==> src/rtl/heichips25_project_mux.sv <==
// heichips25_project_mux: runtime selector for up to NUM_PROJECTS tiny-tile
// user designs. It provides a CFG mode that selects a slot, a guaranteed
// reset hold on every switch, and an in-band escape from RUN back to CFG.
// Optional build macro: MUX_OUTPUT_REG_EN adds one register stage on
// uo_out/uio_out/uio_oe. Without it, the output path is combinational.
module heichips25_project_mux #(
  parameter int unsigned NUM_PROJECTS = 4,
  parameter int unsigned RST_CYCLES   = 8,
  parameter int unsigned ESC_CYCLES   = 16,
  parameter logic [7:0]  ESC_PATTERN  = 8'hA5
) (
  input  logic                      clk,
  input  logic                      rst_n,
  input  logic                      ena,
  input  logic [7:0]                ui_in,
  input  logic [7:0]                uio_in,
  output logic [7:0]                uo_out,
  output logic [7:0]                uio_out,
  output logic [7:0]                uio_oe,
  output logic [NUM_PROJECTS-1:0]   proj_ena,
  output logic [NUM_PROJECTS-1:0]   proj_rst_n,
  input  logic [8*NUM_PROJECTS-1:0] proj_uo_out,
  input  logic [8*NUM_PROJECTS-1:0] proj_uio_out,
  input  logic [8*NUM_PROJECTS-1:0] proj_uio_oe
);

  typedef enum logic [1:0] {
    ST_CFG        = 2'd0,
    ST_RESET_HOLD = 2'd1,
    ST_RUN        = 2'd2
  } state_t;

  state_t                  state;
  logic [3:0]              sel;
  logic                    err;
  logic [7:0]              hold_cnt;
  logic [7:0]              esc_cnt;

  logic                    wr_s1, wr_s2, wr_d;
  logic                    cm_s1, cm_s2, cm_d;
  logic                    wr_ev, cm_ev;
  logic                    sel_ok;
  logic                    esc_hit;

  logic [NUM_PROJECTS-1:0] proj_ena_q;
  logic [NUM_PROJECTS-1:0] proj_rst_n_q;

  logic [7:0]              mux_uo, mux_uio, mux_oe;
  logic [7:0]              nxt_uo, nxt_uio, nxt_oe;

  logic                    unused_uio;

  // The remaining bidir inputs belong to the projects and are not used here
  assign unused_uio = ^uio_in[5:0];

  // Strobe synchronisers and edge detectors. They keep running while ena=0.
  always_ff @(posedge clk or negedge rst_n) begin
    if (!rst_n) begin
      wr_s1 <= 1'b0;
      wr_s2 <= 1'b0;
      wr_d  <= 1'b0;
      cm_s1 <= 1'b0;
      cm_s2 <= 1'b0;
      cm_d  <= 1'b0;
    end else begin
      wr_s1 <= uio_in[7];
      wr_s2 <= wr_s1;
      wr_d  <= wr_s2;
      cm_s1 <= uio_in[6];
      cm_s2 <= cm_s1;
      cm_d  <= cm_s2;
    end
  end

  assign wr_ev   = wr_s2 & ~wr_d;
  assign cm_ev   = cm_s2 & ~cm_d;
  assign sel_ok  = ({1'b0, ui_in[3:0]} < 5'(NUM_PROJECTS));
  assign esc_hit = (ui_in == ESC_PATTERN) && (uio_in[7:6] == 2'b11);

  // Control FSM. Per-slot enable and reset are registered from the current
  // state, so a slot follows its state one clock later. Nothing here advances
  // while ena=0.
  always_ff @(posedge clk or negedge rst_n) begin
    if (!rst_n) begin
      state        <= ST_CFG;
      sel          <= '0;
      err          <= 1'b0;
      hold_cnt     <= '0;
      esc_cnt      <= '0;
      proj_ena_q   <= '0;
      proj_rst_n_q <= '0;
    end else if (ena) begin
      for (int unsigned i = 0; i < NUM_PROJECTS; i++) begin
        proj_ena_q[i]   <= (state != ST_CFG) && (sel == 4'(i));
        proj_rst_n_q[i] <= (state == ST_RUN) && (sel == 4'(i));
      end
      case (state)
        ST_CFG: begin
          esc_cnt <= '0;
          // The commit takes effect on the following state. Because of that,
          // a write in the same cycle is already visible as sel.
          if (wr_ev) begin
            if (sel_ok) begin
              sel <= ui_in[3:0];
              err <= 1'b0;
            end else begin
              err <= 1'b1;
            end
          end
          if (cm_ev) begin
            state    <= ST_RESET_HOLD;
            hold_cnt <= '0;
          end
        end
        ST_RESET_HOLD: begin
          if (hold_cnt == 8'(RST_CYCLES - 1)) begin
            state    <= ST_RUN;
            hold_cnt <= '0;
          end else begin
            hold_cnt <= hold_cnt + 8'd1;
          end
        end
        ST_RUN: begin
          if (esc_hit) begin
            if (esc_cnt == 8'(ESC_CYCLES - 1)) begin
              state   <= ST_CFG;
              esc_cnt <= '0;
            end else begin
              esc_cnt <= esc_cnt + 8'd1;
            end
          end else begin
            esc_cnt <= '0;
          end
        end
        default: state <= ST_CFG;
      endcase
    end
  end

  assign proj_ena   = proj_ena_q & {NUM_PROJECTS{ena}};
  assign proj_rst_n = proj_rst_n_q;

  // Select the output buses of slot sel
  always_comb begin
    mux_uo  = '0;
    mux_uio = '0;
    mux_oe  = '0;
    for (int unsigned i = 0; i < NUM_PROJECTS; i++) begin
      if (sel == 4'(i)) begin
        mux_uo  = proj_uo_out[8*i +: 8];
        mux_uio = proj_uio_out[8*i +: 8];
        mux_oe  = proj_uio_oe[8*i +: 8];
      end
    end
  end

  // Pin outputs by state: status word in CFG, silence in reset hold, and the
  // selected project's buses in RUN
  always_comb begin
    nxt_uo  = '0;
    nxt_uio = '0;
    nxt_oe  = '0;
    if (ena) begin
      case (state)
        ST_CFG: nxt_uo = {sel, err, 3'b101};
        ST_RUN: begin
          nxt_uo  = mux_uo;
          nxt_uio = mux_uio;
          nxt_oe  = mux_oe;
        end
        default: ;
      endcase
    end
  end

`ifdef MUX_OUTPUT_REG_EN
  // Retimed output stage. The reset value matches the CFG status word.
  always_ff @(posedge clk or negedge rst_n) begin
    if (!rst_n) begin
      uo_out  <= 8'h05;
      uio_out <= '0;
      uio_oe  <= '0;
    end else begin
      uo_out  <= nxt_uo;
      uio_out <= nxt_uio;
      uio_oe  <= nxt_oe;
    end
  end
`else
  assign uo_out  = nxt_uo;
  assign uio_out = nxt_uio;
  assign uio_oe  = nxt_oe;
`endif

endmodule

==> config.mk <==
export PLATFORM = sky130hd
export DESIGN_NAME = heichips25_project_mux
export DESIGN_NICKNAME = d
export VERILOG_FILES = /design/src/rtl/heichips25_project_mux.sv
export SDC_FILE = /design/constraint.sdc
export NUM_CORES = 1
export LEC_CHECK = 0
export ABC_CLOCK_PERIOD_IN_PS = 1500
export BUFFER_PORTS_ARGS = -buffer_cell sky130_fd_sc_hd__buf_4
export CORE_UTILIZATION = 40
export DETAILED_ROUTE_END_ITERATION = 8
export PLACE_DENSITY_LB_ADDON = 0.05
export SLEW_MARGIN = 25
export SYNTH_ARGS = -nofsm -noshare
export SYNTH_HDL_FRONTEND = slang
export SYNTH_SLANG_ARGS = --single-unit
==> constraint.sdc <==
create_clock -name clk -period 1.5 [get_ports clk]
set_input_delay 0.225 -clock clk [delete_from_list [all_inputs] [get_ports clk]]
set_output_delay 0.225 -clock clk [all_outputs]
set_load 0.01 [all_outputs]
Word-level counts from Yosys, hierarchy flattened
Index checks and enable logic that the tools add are counted.

Multipliers: 0. Shift operators: 0. Order comparisons: 1. Add/sub/neg operators: 2. Equal/unequal tests: 13. Reduce and logical (&&, ||, !) cells: 19. Multiplexer cells: 30. Divide/modulo/power cells: 0. Bitwise operators: 5.

Operators with widths (count): two-way mux 8 bit (21); one-hot mux 8 bit (2 select lines) (3); adder 8 x 1 -> 8 bit (second input constant) (2); logical AND 1 bit (9); == test 4 x 2 -> 1 bit (second input constant) (2); == test 8 x 3 -> 1 bit (second input constant) (1); == test 8 x 4 -> 1 bit (second input constant) (1); == test 8 bit (second input constant) (1); two-way mux 2 bit (4); != test 2 bit (second input constant) (3); one-hot mux 2 bit (3 select lines) (1); AND reduction 3 bit (2); nonzero test 2 bit (3); AND reduction 5 bit (1); AND 4 bit (1); == test 2 bit (second input constant) (2); == test 4 x 1 -> 1 bit (second input constant) (1); logical NOT 4 bit (1); < comparator 4 x 3 -> 1 bit (second input constant) (1); AND reduction 4 bit (1); AND 1 bit (2); == test 2 x 1 -> 1 bit (second input constant) (1); logical NOT 2 bit (1); != test 2 x 1 -> 1 bit (second input constant) (1); other kinds (3) (4).

Register bits: 37. Bits in latches: 0. RAM bits: 0. ROM bits: 0. Logic and storage cells: 83. Memories kept: 0. Output and inout bits: 32.

Depth between registers and ports, before layout
Depth in word-level cells: 7. Depth in mapped cells: 7. Depth with buffers taken out: 5.

Worst setup path before layout
Ideal clock, no wire load.

Kind: reg-to-output. Start: register state[1]. End: output uo_out[6]. Buffers on the path: 2. Slack: -168 ps. Data arrival time: 1443 ps. Required time: 1275 ps. Stages on the path, launching flop included: 7. Path through: dfrtp_1 > buf_4 > inv_2 > nor2_4 > nand3_1 > buf_2 > o32ai_1.

Word-level cells in the longest chain between the ends: 3. Elaborated cells between the ends (all ways): 4.

Ends and longest elaborated chain: from (decl) (RTL line 33) `state_t state;`; from (signal assigned) (RTL line 85) `state <= ST_CFG;`; from (signal assigned) (RTL line 111) `state <= ST_RESET_HOLD;`; from (signal assigned) (RTL line 117) `state <= ST_RUN;`; == test 2 bit or logical NOT 2 bit (tied branches) (RTL line 164) `case (state)`; one-hot mux 8 bit (2 select lines) (*) (RTL line 164); two-way mux 8 bit (*) (RTL line 163) `if (ena) begin`; to (decl) (RTL line 17) `output logic [7:0] uo_out,`.

Mark *: on every way between the ends. The rest lies on a longest branch, timed or not.

Worst setup path after layout
Start: register sel[0]. End: output uo_out[5].

Word-level cells in the longest chain between the ends: 7. Elaborated cells between the ends (all ways): 10.

Ends and longest elaborated chain: from (decl) (RTL line 34) `logic [3:0] sel;`; from (signal assigned) (RTL line 104) `sel <= ui_in[3:0];`; logical NOT 4 bit (RTL line 149) `if (sel == 4'(i)) begin`; two-way mux 8 bit (3 in a row) (RTL line 149); two-way mux 8 bit (*) (RTL line 149); one-hot mux 8 bit (2 select lines) (*) (RTL line 164); two-way mux 8 bit (*) (RTL line 163).

Marks and branches as above.

==> flow_metrics.env <==
export IMPL_violations="setup timing"
export IMPL_fin_setup_tns_ns=-9.37
export IMPL_final_nets=600
export IMPL_clockBufferDepth=2
export IMPL_cp_common_cell="buf_6"
export IMPL_cpLargestDelayFamily="flip-flops"
export IMPL_finalCritPeriodShare=1.30
export IMPL_grt_use_total=0.247
export IMPL_whs_ns=0.0393
export IMPL_run_status="finished, violations left"
export IMPL_yosysTopAreaCell="dfrtp_1"
export IMPL_initial_core_util=0.413
export IMPL_finClkSkew_ns=0.00953
export IMPL_place_ws_ns=-0.133
export IMPL_cts_tree="yes"
export IMPL_synth_most_common_cell="dfrtp_1"
export IMPL_r2r_slack_ns=-0.22
export IMPL_r2r_cells=5
export IMPL_setup_slack_ns=-0.449
export IMPL_syn_inst=284
export IMPL_yosys_cell_types_count=51
export IMPL_wl_per_cell_um=16.1
export IMPL_synth_ff_type="dfrtp_1"
export IMPL_setup_violations=34
export IMPL_grt_pass1_wl_um=12900
export IMPL_place_congestion=0.788
export IMPL_num_vias=2991
export IMPL_ys_seq_area_frac=0.355
export IMPL_arrival_ns=1.72
export IMPL_hp_start="uio_in[7]"
export IMPL_finish_utilization=0.787
export IMPL_period_needed_ns=1.95
export IMPL_cts_sinks=37
export IMPL_worst_path_buf_inv=3
export IMPL_antenna_found_initial=0
export IMPL_cp_required_ns=1.27
export IMPL_ys_async_sr_fraction=1.00
export IMPL_syn_to_final_growth_pct=90.5
export IMPL_placed_cells=534
export IMPL_grt_start_max_net_pins=38
export IMPL_syn_area_per_cell_um2=9.18
export IMPL_path_cells="buf_6 -> buf_6 -> mux2i_1 -> o31ai_1 -> a32oi_1 -> nor2_1 -> buf_4"
export IMPL_whs_endpoint="wr_s1"
export IMPL_rows=29
export IMPL_ant_nets=0
export IMPL_maxSlewHeadroom=0.686
export IMPL_fp_dieW_um=82.7
export IMPL_slowest_stage="dfrtp_2"
export IMPL_clkTransAtPathRegs_ns=0.07
export IMPL_n_antenna_cell=0
export IMPL_critical_path_max_stage_delay_ns=0.44
export IMPL_finalHoldViolCount=0
export IMPL_peakVddDrop_v=0.000758
export IMPL_power_density_mw_per_mm2=1150
export IMPL_rsz0062_at_grt="yes"
export IMPL_grt_overflow=0
export IMPL_cap_violations=0
export IMPL_drtIter0Drc=71
export IMPL_io_buffer_count=140
export IMPL_hold_depth=1
export IMPL_tightest_slew_ns=0.471
export IMPL_p_leak_nw=2.27
export IMPL_wirelength_um=9010
export IMPL_synthTopCellsByArea="dfrtp_1, mux2_2, o22ai_1, nor2_1, mux4_2"
export IMPL_layout_drive_gt1_share=0.680
export IMPL_synth_seq_cells=37
export IMPL_synth_edff_count=0
export IMPL_worstReg2RegEnd="sel[0]"
export IMPL_syn_area_mm2=0.00261
export IMPL_die_area_mm2=0.00685
export IMPL_io_pins=147
export IMPL_core_area_mm2=0.00631
export IMPL_clkLatencyLatePin_ns=0.29
export IMPL_drc_errors=0
export IMPL_hpwlAfterDp_um=6260
export IMPL_yosys_top_cells_count="dfrtp_1, mux2_2, nor2_1"
export IMPL_drtPass1Iterations=4
export IMPL_synth_top_cell_area_share=0.355
export IMPL_cts_buffers=5
export IMPL_die_h_um=82.7
export IMPL_root_buffer="clkbuf_8"
export IMPL_final_max_slew_viol_count=0
export IMPL_fmax_mhz=513
export IMPL_crit_path_end_kind="output pin"
export IMPL_htree_levels=2
export IMPL_crit_path_max_fanout=5
export IMPL_cp_start_kind="register"
export IMPL_grt_pass1_vias=2775
export IMPL_route_detailed_vias_per_inst=5.33
export IMPL_yosys_warnings=0
export IMPL_synthesis_nets=401
export IMPL_fin_cells=561
export IMPL_rr_startpoint="state[0]"
export IMPL_hold_class="in -> reg"
export IMPL_critical_path_class="reg -> out"
metal layers:
layer	wire, µm	track usage	share of wire
met1	3740	0.319	0.41
met2	4770	0.426	0.53
met3	419	0.0549	0.046
met4	82	0.0397	0.0091
met5	0	0	0
where the power goes:
group	switching [W]	total [W]	internal, W
clock network	0.000363	0.000906	0.000542
registers	0.000126	0.00129	0.00116
logic	0.00152	0.00351	0.00200
flip-flops by register name, summed over array words and instances, names as in the netlist, 2 cells and up:
| name | count |
|---|---|
| esc_cnt | 8 |
| hold_cnt | 8 |
| proj_ena_q | 4 |
| proj_rst_n | 4 |
| sel | 4 |
| state | 2 |
cells by family after synthesis:
group | synth area share
compound gates | 0.147
xor+xnor | 0.0235
fa+ha+maj | 0.00960
buf+inv | 0.0475
flops | 0.355
mux | 0.188
simple gates | 0.229
layout by cell type, fill, tap and decap left out, types with 7 or more instances in the layout:
cell type | netlist | layout
buf_4 | 3 | 178
o21ai_0 | 14 | 11
nor2_4 | 2 | 10
buf_6 | 0 | 24
inv_1 | 8 | 8
o22ai_2 | 0 | 13
nand2_1 | 16 | 15
mux2_4 | 2 | 9
dfrtp_1 | 37 | 32
nor2_1 | 31 | 20
nand3_1 | 10 | 7
mux2_2 | 31 | 24
area by class of cell:
class                   count  area (µm²)
clock inverters             1        30.0
inverters                   9        33.8
clock buffers               7        86.3
flip-flops and latches     37         932
fillers                   413        1350
multi-input cells         220        2010
well taps                  77        96.3
repair buffers            210        1770
worst max path at each step:
stage	depth (start not counted)	endpoint	slack [ns]	startpoint
floorplan	4	sel[0]	-0.07	state[0]
global placement	5	uio_out[5]	-0.11	sel[1]
detailed placement	5	uio_out[1]	-0.13	sel[1]
CTS	5	uo_out[2]	-0.38	sel[0]
global route	7	uo_out[5]	-0.53	sel[0]
finish	7	uo_out[5]	-0.45	sel[0]
through the flow:
step           total power [W]  cell area [µm²]
5_1_grt                0.00601             4970
2_1_floorplan          0.00288             2720
6_report               0.00571             4970
3_5_place_dp           0.00391             4170
3_3_place_gp           0.00386             4170
4_1_cts                0.00550             4780
timing repair:
action / in CTS / in global routing
hold endpoints to repair: 37 / 0
hold buffers: 1 / 0
setup endpoints to repair: 41 / 43
gates cloned: 4 / 0
gates resized for setup: 77 / 38
pin swaps: 24 / 13
setup buffers: 13 / 1
Power figures use the tool's default switching activity.
